<file path="src/rtl/scoreboard_queue.sv">
// rtl/scoreboard_queue.sv - in-order issue / out-of-order writeback / in-order commit scoreboard
//
// Purpose:
//   Circular buffer of NR_ENTRIES slots. The issue stage allocates the slot at
//   the tail. Functional units write results back by transaction id in any
//   order. The commit stage retires the head slot once its result is present.
//   The block also tracks which architectural registers have a pending writer
//   (clobber), reports the live entry count, and supports a full flush.
//
// Ports:
//   clk_i, rst_i                 clock (rising edge), synchronous active-high reset
//   flush_i                      discard every live entry
//   issue_valid_i/issue_ready_o  allocation handshake; issue_pc_i, issue_rd_i payload
//   issue_trans_id_o             id of the slot that would be allocated (tail)
//   wb_valid_i/wb_trans_id_i/wb_result_i/wb_ex_i
//                                per-port writeback, port k at [k*W +: W]
//   commit_valid_o/commit_ack_i  retire handshake for the head slot
//   commit_pc_o/rd_o/result_o/ex_o  head slot contents (zero when head is free)
//   clobber_o                    bit r set when a live entry targets register r (r != 0)
//   usage_o                      live entry count

module scoreboard_queue #(
  parameter int NR_ENTRIES    = 4,
  parameter int NR_WB_PORTS   = 3,
  parameter int DATA_WIDTH    = 64,
  parameter int TRANS_ID_BITS = $clog2(NR_ENTRIES)
) (
  input  logic                                   clk_i,
  input  logic                                   rst_i,
  input  logic                                   flush_i,
  input  logic                                   issue_valid_i,
  output logic                                   issue_ready_o,
  input  logic [DATA_WIDTH-1:0]                  issue_pc_i,
  input  logic [4:0]                             issue_rd_i,
  output logic [TRANS_ID_BITS-1:0]               issue_trans_id_o,
  input  logic [NR_WB_PORTS-1:0]                 wb_valid_i,
  input  logic [NR_WB_PORTS*TRANS_ID_BITS-1:0]   wb_trans_id_i,
  input  logic [NR_WB_PORTS*DATA_WIDTH-1:0]      wb_result_i,
  input  logic [NR_WB_PORTS-1:0]                 wb_ex_i,
  output logic                                   commit_valid_o,
  input  logic                                   commit_ack_i,
  output logic [DATA_WIDTH-1:0]                  commit_pc_o,
  output logic [4:0]                             commit_rd_o,
  output logic [DATA_WIDTH-1:0]                  commit_result_o,
  output logic                                   commit_ex_o,
  output logic [31:0]                            clobber_o,
  output logic [TRANS_ID_BITS:0]                 usage_o
);

  localparam int T = TRANS_ID_BITS;

  // Control state
  logic [T-1:0]            head_q, head_d;
  logic [T-1:0]            tail_q, tail_d;
  logic [T:0]              count_q, count_d;
  logic [NR_ENTRIES-1:0]   busy_q, busy_d;
  logic [NR_ENTRIES-1:0]   done_q, done_d;
  logic [NR_ENTRIES-1:0]   ex_q, ex_d;

  // Payload storage (no reset needed: only observed while the slot is busy)
  logic [DATA_WIDTH-1:0]   pc_q     [NR_ENTRIES];
  logic [DATA_WIDTH-1:0]   pc_d     [NR_ENTRIES];
  logic [4:0]              rd_q     [NR_ENTRIES];
  logic [4:0]              rd_d     [NR_ENTRIES];
  logic [DATA_WIDTH-1:0]   result_q [NR_ENTRIES];
  logic [DATA_WIDTH-1:0]   result_d [NR_ENTRIES];

  logic head_busy;
  logic issue_fire;
  logic commit_fire;

  assign head_busy        = busy_q[head_q];
  assign issue_ready_o    = (count_q != (T+1)'(NR_ENTRIES));
  assign issue_trans_id_o = tail_q;
  assign usage_o          = count_q;

  assign commit_valid_o   = head_busy & done_q[head_q];
  assign commit_pc_o      = head_busy ? pc_q[head_q]     : '0;
  assign commit_rd_o      = head_busy ? rd_q[head_q]     : '0;
  assign commit_result_o  = head_busy ? result_q[head_q] : '0;
  assign commit_ex_o      = head_busy & ex_q[head_q];

  assign issue_fire  = issue_valid_i & issue_ready_o;
  assign commit_fire = commit_valid_o & commit_ack_i;

  // Clobber is derived from registered slot state, so it follows issue and
  // commit by one cycle without extra storage.
  always_comb begin
    clobber_o = '0;
    for (int e = 0; e < NR_ENTRIES; e++) begin
      if (busy_q[e]) begin
        clobber_o[rd_q[e]] = 1'b1;
      end
    end
    clobber_o[0] = 1'b0;
  end

  always_comb begin
    head_d   = head_q;
    tail_d   = tail_q;
    count_d  = count_q;
    busy_d   = busy_q;
    done_d   = done_q;
    ex_d     = ex_q;
    pc_d     = pc_q;
    rd_d     = rd_q;
    result_d = result_q;

    if (flush_i) begin
      head_d  = '0;
      tail_d  = '0;
      count_d = '0;
      busy_d  = '0;
      done_d  = '0;
      ex_d    = '0;
    end else begin
      // Ports are scanned from highest to lowest so the lowest index is the
      // last assignment and wins when several ports target the same slot.
      // Gating on busy_q means a slot allocated this cycle cannot be hit.
      for (int e = 0; e < NR_ENTRIES; e++) begin
        for (int k = NR_WB_PORTS - 1; k >= 0; k--) begin
          if (wb_valid_i[k] && (wb_trans_id_i[k*T +: T] == T'(e)) &&
              busy_q[e] && !done_q[e]) begin
            done_d[e]   = 1'b1;
            result_d[e] = wb_result_i[k*DATA_WIDTH +: DATA_WIDTH];
            ex_d[e]     = wb_ex_i[k];
          end
        end
      end

      if (commit_fire) begin
        busy_d[head_q] = 1'b0;
        done_d[head_q] = 1'b0;
        head_d         = head_q + T'(1);
      end

      // The tail slot is never the committing head here: issue needs a free
      // slot, so tail == head only when the queue is empty.
      if (issue_fire) begin
        busy_d[tail_q] = 1'b1;
        done_d[tail_q] = 1'b0;
        ex_d[tail_q]   = 1'b0;
        pc_d[tail_q]   = issue_pc_i;
        rd_d[tail_q]   = issue_rd_i;
        tail_d         = tail_q + T'(1);
      end

      case ({issue_fire, commit_fire})
        2'b10:   count_d = count_q + (T+1)'(1);
        2'b01:   count_d = count_q - (T+1)'(1);
        default: count_d = count_q;
      endcase
    end
  end

  always_ff @(posedge clk_i) begin
    if (rst_i) begin
      head_q  <= '0;
      tail_q  <= '0;
      count_q <= '0;
      busy_q  <= '0;
      done_q  <= '0;
      ex_q    <= '0;
    end else begin
      head_q  <= head_d;
      tail_q  <= tail_d;
      count_q <= count_d;
      busy_q  <= busy_d;
      done_q  <= done_d;
      ex_q    <= ex_d;
    end
  end

  always_ff @(posedge clk_i) begin
    pc_q     <= pc_d;
    rd_q     <= rd_d;
    result_q <= result_d;
  end

endmodule

</file>
<file path="config.mk">
export PLATFORM = sky130hd
export DESIGN_NAME = scoreboard_queue
export DESIGN_NICKNAME = d
export VERILOG_FILES = /design/src/rtl/scoreboard_queue.sv
export SDC_FILE = /design/constraint.sdc
export NUM_CORES = 1
export LEC_CHECK = 0
export ABC_AREA = 1
export ABC_CLOCK_PERIOD_IN_PS = 11150
export BUFFER_PORTS_ARGS = -buffer_cell sky130_fd_sc_hd__buf_2
export CAP_MARGIN = 20
export CELL_PAD_IN_SITES_DETAIL_PLACEMENT = 0
export CELL_PAD_IN_SITES_GLOBAL_PLACEMENT = 1
export CORE_ASPECT_RATIO = 1.75
export CORE_UTILIZATION = 48
export DETAILED_ROUTE_END_ITERATION = 6
export GPL_ROUTABILITY_DRIVEN = 0
export PLACE_DENSITY = 0.95
export SETUP_SLACK_MARGIN = 0.1
export SYNTH_ARGS = -nofsm -noshare
export SYNTH_HDL_FRONTEND = slang
export SYNTH_SLANG_ARGS = --single-unit
export TNS_END_PERCENT = 50
</file>
<file path="constraint.sdc">
create_clock -name clk_i -period 11.15 [get_ports clk_i]
set_clock_uncertainty 0.2 [all_clocks]
set_input_delay 1.115 -clock clk_i [delete_from_list [all_inputs] [get_ports clk_i]]
set_output_delay 1.115 -clock clk_i [all_outputs]
set_load 0.01 [all_outputs]
</file>
==> results of run 1 <==
==> flip-flops by register name, summed over array words and instances (netlist names) <==
| register | cells |
|---|---|
| issue_trans_id_o | 2 |
| rd_q | 20 |
| pc_q | 256 |
| ex_q | 4 |
| result_q | 256 |
| head_q | 2 |
| busy_q | 4 |
| done_q | 4 |
| usage_o | 3 |
==> worst min-delay path: stages (launching register included) <==
cell,delay [ns]
dfxtp_1,0.32
inv_1,0.07
a21oi_1,0.06
==> final timing paths <==
kind              start          end  slack (ns)  depth (start not counted)
min          usage_o[2]   usage_o[2]        0.30                          2
min reg2reg  usage_o[2]   usage_o[2]        0.30                          2
max           head_q[0]  commit_ex_o        5.68                          8
max reg2reg   head_q[0]   usage_o[2]        6.21                         14
==> final cells by class <==
cell class	count	area, µm²
fill	5321	26400
sequential	551	16400
multi-input combinational	1826	10000
timing repair buffer	477	2460
inverter	338	1280
clock buffer	57	1260
tap	780	976
clock inverter	30	313
antenna	16	40.0
==> placed cells by master (no fill, tap or decap), types with 8 or more instances in the layout <==
cell type	count
clkbuf_1	8
o21ai_1	179
nand3_1	58
o211ai_2	106
diode_2	16
clkinv_1	8
buf_4	28
o211ai_1	150
nor2_1	271
o21ai_0	361
o22a_1	13
dfxtp_1	17
a21oi_1	30
nand2_1	440
buf_2	449
clkbuf_16	49
edfxtp_1	532
o22ai_1	128
ha_1	9
o221ai_1	31
a22oi_1	18
clkinv_2	9
inv_1	328
==> kinds of logic after synthesis <==
group	synth area share
buf+inv	0.0818
simple gates	0.110
flops	0.571
fa+ha+maj	0.00463
compound gates	0.232
other cells	0.000131
==> synthesized netlist by cell type, types with 2 or more instances <==
master / number / area (µm²)
nand3_1: 58 / 290
inv_2: 4 / 15.0
clkbuf_2: 2 / 10.0
o22a_1: 13 / 114
o21ai_1: 179 / 896
nor2_1: 275 / 1030
nand2_1: 442 / 1660
ha_1: 9 / 113
o211ai_2: 106 / 1330
nor3_1: 3 / 15.0
edfxtp_1: 532 / 16000
buf_1: 9 / 33.8
nand4_1: 7 / 43.8
o21ai_0: 361 / 1810
buf_2: 90 / 450
nand3b_1: 2 / 15.0
o22ai_1: 128 / 801
nand4_2: 3 / 37.5
nor3b_1: 3 / 22.5
buf_6: 8 / 90.1
inv_1: 333 / 1250
dfxtp_1: 19 / 380
o211ai_1: 150 / 1130
a21oi_1: 30 / 150
clkbuf_1: 93 / 349
o221ai_1: 31 / 272
a22oi_1: 18 / 135
buf_4: 18 / 135
==> per-layer routing <==
metal,vias to the layer above,GRT usage,share of wire
li1,11104,-,-
met1,11064,0.314,0.37
met2,997,0.485,0.51
met3,183,0.0469,0.075
met4,24,0.108,0.036
met5,-,0,0.0018
==> through the flow <==
step,utilization,setup WS [ns],total power (µW)
finish,0.554,5.68,4280
global route,0.553,5.39,4410
CTS,0.553,5.61,4300
detailed placement,0.526,6.18,2640
global placement,0.526,6.35,2630
floorplan,-,6.14,2500
==> power by group <==
group	total [µW]	leakage (µW)	internal [µW]	switching (µW)
combinational	292	0.00831	109	182
clock	1680	0.000764	946	737
sequential	2300	0.00496	2290	7.44
total	4280	0.0140	3350	927
==> flow_summary.toml, run 1 <==
[run_status]
status = "finished clean"

[cts]
root_buffer = "clkbuf_16"
clock-sinks = 551
cts_tree = "built"
cts_buffers = 48
cts_buffer_depth = 3
clock_latency_ns = 0.59
postCtsHoldBufs = 0
clk_pin_slew_ns = 0.06
htreeDepth = 2
cts_setup_buffers = 0
post_cts_resized = 0

[synth]
synth_edf_count = 532
ys_seq_area_frac = 0.571
netlist_area_mm2 = 0.0286
netlist_instances = 2935
synth_nets = 3223
synth_cell_types = 37
synthArstFlopShare = 0
synth_ff_type = "edfxtp_1"
ys_ff_latch = 551
avgSynthCellArea_um2 = 9.75
yosysWarnings = 0

[critical_path]
arrival_ns = 4.15
worstSetupEndpointType = "output port"
cpPeakStageDelay_ns = 0.94
crit_buf_inv = 4
crit_type = "register to output port"
cpMostUsedCell = "nand2_1"
crit_path_top_delay_cell = "dfxtp_4"
crit_family = "buffers and inverters"
worstPathCellList = "inv_8, nand2_1, nand3_1, nand2_4, buf_4, nand2_1, inv_1, buf_2"
worst-path-max-fanout = 92
worstPathRequired_ns = 9.84
startpoint_type = "register"

[global_route]
antenna_found_initial = 25
grt_use_total = 0.269
grt_start_max_net_pins = 111
grt_pass1_vias = 22207
grt_overflow_total = 0
grt_pass1_wl_mm = 127

[routing]
firstDrtPassIters = 5
avgRoutedWirePerCell_um = 20.5
drc = 0
vias = 23372
ant_nets = 0
wl_mm = 83.5
avgViaCountPerCell = 5.74
drt_iter0_markers = 1732

[floorplanning]
io_pins = 451
core_mm2 = 0.0591
initial_core_util = 0.485
die_w_um = 187
die-area_mm2 = 0.0606
row_count = 118
die_h_um = 325

[timing]
rsz0062_at_grt = "no"
fmax_mhz = 183
relSlewSlack = 0.228
tightestPinTransition_ns = 1.16
period_needed_ns = 5.47
maxSlewViolCount = 0
setup_tns_ns = 0
finalSetupViolations = 0
period_share = 0.490
whs_ns = 0.302
hold_viol = 0

[cells_and_area]
fin_area_mm2 = 0.0327
final_cells = 4075
drive_gt1_frac = 0.207
synthToLayoutAreaGrowth_pct = 14.2
fin_nets = 3530

[placement]
placed_area_mm2 = 0.0311
place_inst = 3972
io_buffer_count = 449
hpwlAfterDp_mm = 52.9

[worst_hold_path]
min_path_type = "register to register"

[pwr]
p_per_area_mw_per_mm2 = 131
vdd_drop_max_mv = 0.103
leakagePower_uw = 0.0140

[flow_run]
cap_viol_max_count = 0
No activity file was read; power rests on OpenSTA's default activity.
==> run 2: changes to the inputs <==
--- a/config.mk
+++ b/config.mk
@@ -6,16 +6,16 @@
 export NUM_CORES = 1
 export LEC_CHECK = 0
 export ABC_AREA = 1
-export ABC_CLOCK_PERIOD_IN_PS = 11150
+export ABC_CLOCK_PERIOD_IN_PS = 4420
 export BUFFER_PORTS_ARGS = -buffer_cell sky130_fd_sc_hd__buf_2
 export CAP_MARGIN = 20
 export CELL_PAD_IN_SITES_DETAIL_PLACEMENT = 0
 export CELL_PAD_IN_SITES_GLOBAL_PLACEMENT = 1
 export CORE_ASPECT_RATIO = 1.75
-export CORE_UTILIZATION = 48
+export CORE_UTILIZATION = 40
 export DETAILED_ROUTE_END_ITERATION = 6
 export GPL_ROUTABILITY_DRIVEN = 0
-export PLACE_DENSITY = 0.95
+export PLACE_DENSITY = 0.87
 export SETUP_SLACK_MARGIN = 0.1
 export SYNTH_ARGS = -nofsm -noshare
 export SYNTH_HDL_FRONTEND = slang
==> constraint.sdc (replaced) <==
create_clock -name clk_i -period 4.42 [get_ports clk_i]
set_clock_uncertainty 0.2 [all_clocks]
set_input_delay 0.442 -clock clk_i [delete_from_list [all_inputs] [get_ports clk_i]]
set_output_delay 0.442 -clock clk_i [all_outputs]
set_load 0.01 [all_outputs]
==> run 2 against run 1 <==
Compared with the run above: core utilization fell by 6.4 points; worst setup slack got worse by 4.9 ns; register-to-register slack got worse by 5.2 ns; sequential power rose to 2.5 times the previous value; clock power rose to 2.5 times the previous value; count of clock-buffer cells in the layout rose by 5; hold slack got worse by 0.27 ns; die area rose by 20%; non-clock buffer count rose by 166; wire length rose by 6.5%; critical path depth fell by 1; design area rose by 5.9%; critical endpoint is now commit_pc_o[48]; highest routed layer unchanged.
==> flow_summary.toml, run 2 (same netlist as run 1, synthesis figures left out) <==
[run_status]
status = "finished clean"

[critical_path]
arrival_ns = 2.99
r2r_end = "result_q[51]"
crit_start = "head_q[0]"
worstSetupEndpointType = "output port"
crit_type = "register to output port"
cpMostUsedCell = "buf_4"
worstReg2RegStart = "busy_q[3]"
rrSetupSlack_ns = 1.05
crit_path_top_delay_cell = "buf_4"
worstPathRequired_ns = 3.78
worstPathCellList = "buf_4, buf_4, o21ai_0, o22ai_1, nand2_1, inv_1, buf_2"
cpPeakStageDelay_ns = 0.65
rr_worst_depth = 6
startpoint_type = "register"
worst-path-max-fanout = 65

[cts]
clk_pin_slew_ns = 0.07
clock_latency_ns = 0.62
htreeDepth = 2
cts_buffers = 50
cts_buffer_depth = 3
root_buffer = "clkbuf_16"
cts_setup_buffers = 0
clock-sinks = 551
cts_tree = "built"

[pwr]
p_per_area_mw_per_mm2 = 315
vdd_drop_max_mv = 0.259
total_power_uw = 10900
leakagePower_uw = 0.0148

[floorplanning]
core_mm2 = 0.0707
die_h_um = 356
die-area_mm2 = 0.0727
die_w_um = 204
row_count = 129
io_pins = 451
initial_core_util = 0.405

[placement]
detailedPlace.worstSlack_ns = 1.11
io_buffer_count = 449
place_inst = 4118
hpwlAfterDp_mm = 55.3

[cells_and_area]
synthToLayoutAreaGrowth_pct = 20.9
top_regs = "pc_q: 256 flops, result_q: 256 flops, rd_q: 20 flops"
mostFrequentLayoutCell = "edfxtp_1"
final_util = 0.490
layout_common_cells = "edfxtp_1, buf_2, nand2_1"
fin_nets = 3698
drive_gt1_frac = 0.200
final_cells = 4376

[flow_run]
cap_viol_max_count = 0

[routing]
avgRoutedWirePerCell_um = 20.3
wl_mm = 88.9
vias = 24098
avgViaCountPerCell = 5.51
drt_iter0_markers = 1477
ant_nets = 0
drc = 0
firstDrtPassIters = 6

[timing]
fmax_mhz = 275
setup_tns_ns = 0
worst_slack_ns = 0.785
maxSlewViolCount = 0
hold_viol = 0
period_needed_ns = 3.63
tightestPinTransition_ns = 1.19
finalSetupViolations = 0
rsz0062_at_grt = "no"
relSlewSlack = 0.204
period_share = 0.822

[global_route]
grt_pass1_vias = 23626
grt_use_total = 0.239
grt_overflow_total = 0
grt_start_max_net_pins = 131
grt_pass1_wl_mm = 133
antenna_found_initial = 22

[worst_hold_path]
worstHoldStart = "wb_result_i[23]"
min_path_type = "input port to register"
hold_depth = 3
holdPathEnd = "result_q[87]"
-- run 2: critical path: cells and delay by family (launching register included) --
| kind | cells | cell delay, ns |
|---|---|---|
| and+or+nand+nor | 1 | 0.10 |
| buffers and inverters | 4 | 1.38 |
| AOI/OAI and AO/OA | 2 | 0.46 |
| DFF | 1 | 0.39 |
-- run 2: cell type report --
cell class                      instances  area, µm²
Antenna cell                           11       27.5
Inverter                              338       1290
Fill cell                            6535      36100
Tap cell                              917       1150
Timing Repair Buffer                  643       4220
Clock buffer                           62       1320
Sequential cell                       551      16400
Clock inverter                         28        238
Multi-Input combinational cell       1826      10000
-- run 2: layer usage --
metal / global-route usage / routed length, µm
met5: 0 / 152
met4: 0.0940 / 2980
met3: 0.0497 / 6820
met2: 0.424 / 44000
met1: 0.279 / 35000
-- run 2: worst max-delay path by stage --
stage	slack, ns	end	depth (start not counted)
finish	0.79	commit_pc_o[48]	7
global route	0.59	commit_pc_o[48]	7
CTS	0.73	commit_valid_o	7
detailed placement	1.11	result_q[158]	12
global placement	1.02	result_q[141]	12
floorplan	1.03	pc_q[128]	6
-- run 2: report_power, final --
group	total [µW]	leakage [µW]	switching, µW	internal (µW)
Combinational	864	0.00905	491	374
Sequential	5810	0.00496	18.1	5790
Clock	4220	0.000748	1970	2260
Total	10900	0.0148	2480	8420
-- run 2: what timing repair did --
action | 4_1_cts | 5_1_grt
hold buffers | 157 | 0
resized for setup | 0 | 0
endpoints found under the hold margin | 417 | 0
-- run 2: per-stage QoR --
stage	area, µm²	hold slack [ns]
4_1_cts	34600	0.000102
2_1_floorplan	28600	0.261
6_report	34600	0.0345
3_5_place_dp	31500	0.284
3_3_place_gp	31500	0.290
5_1_grt	34600	0.0278
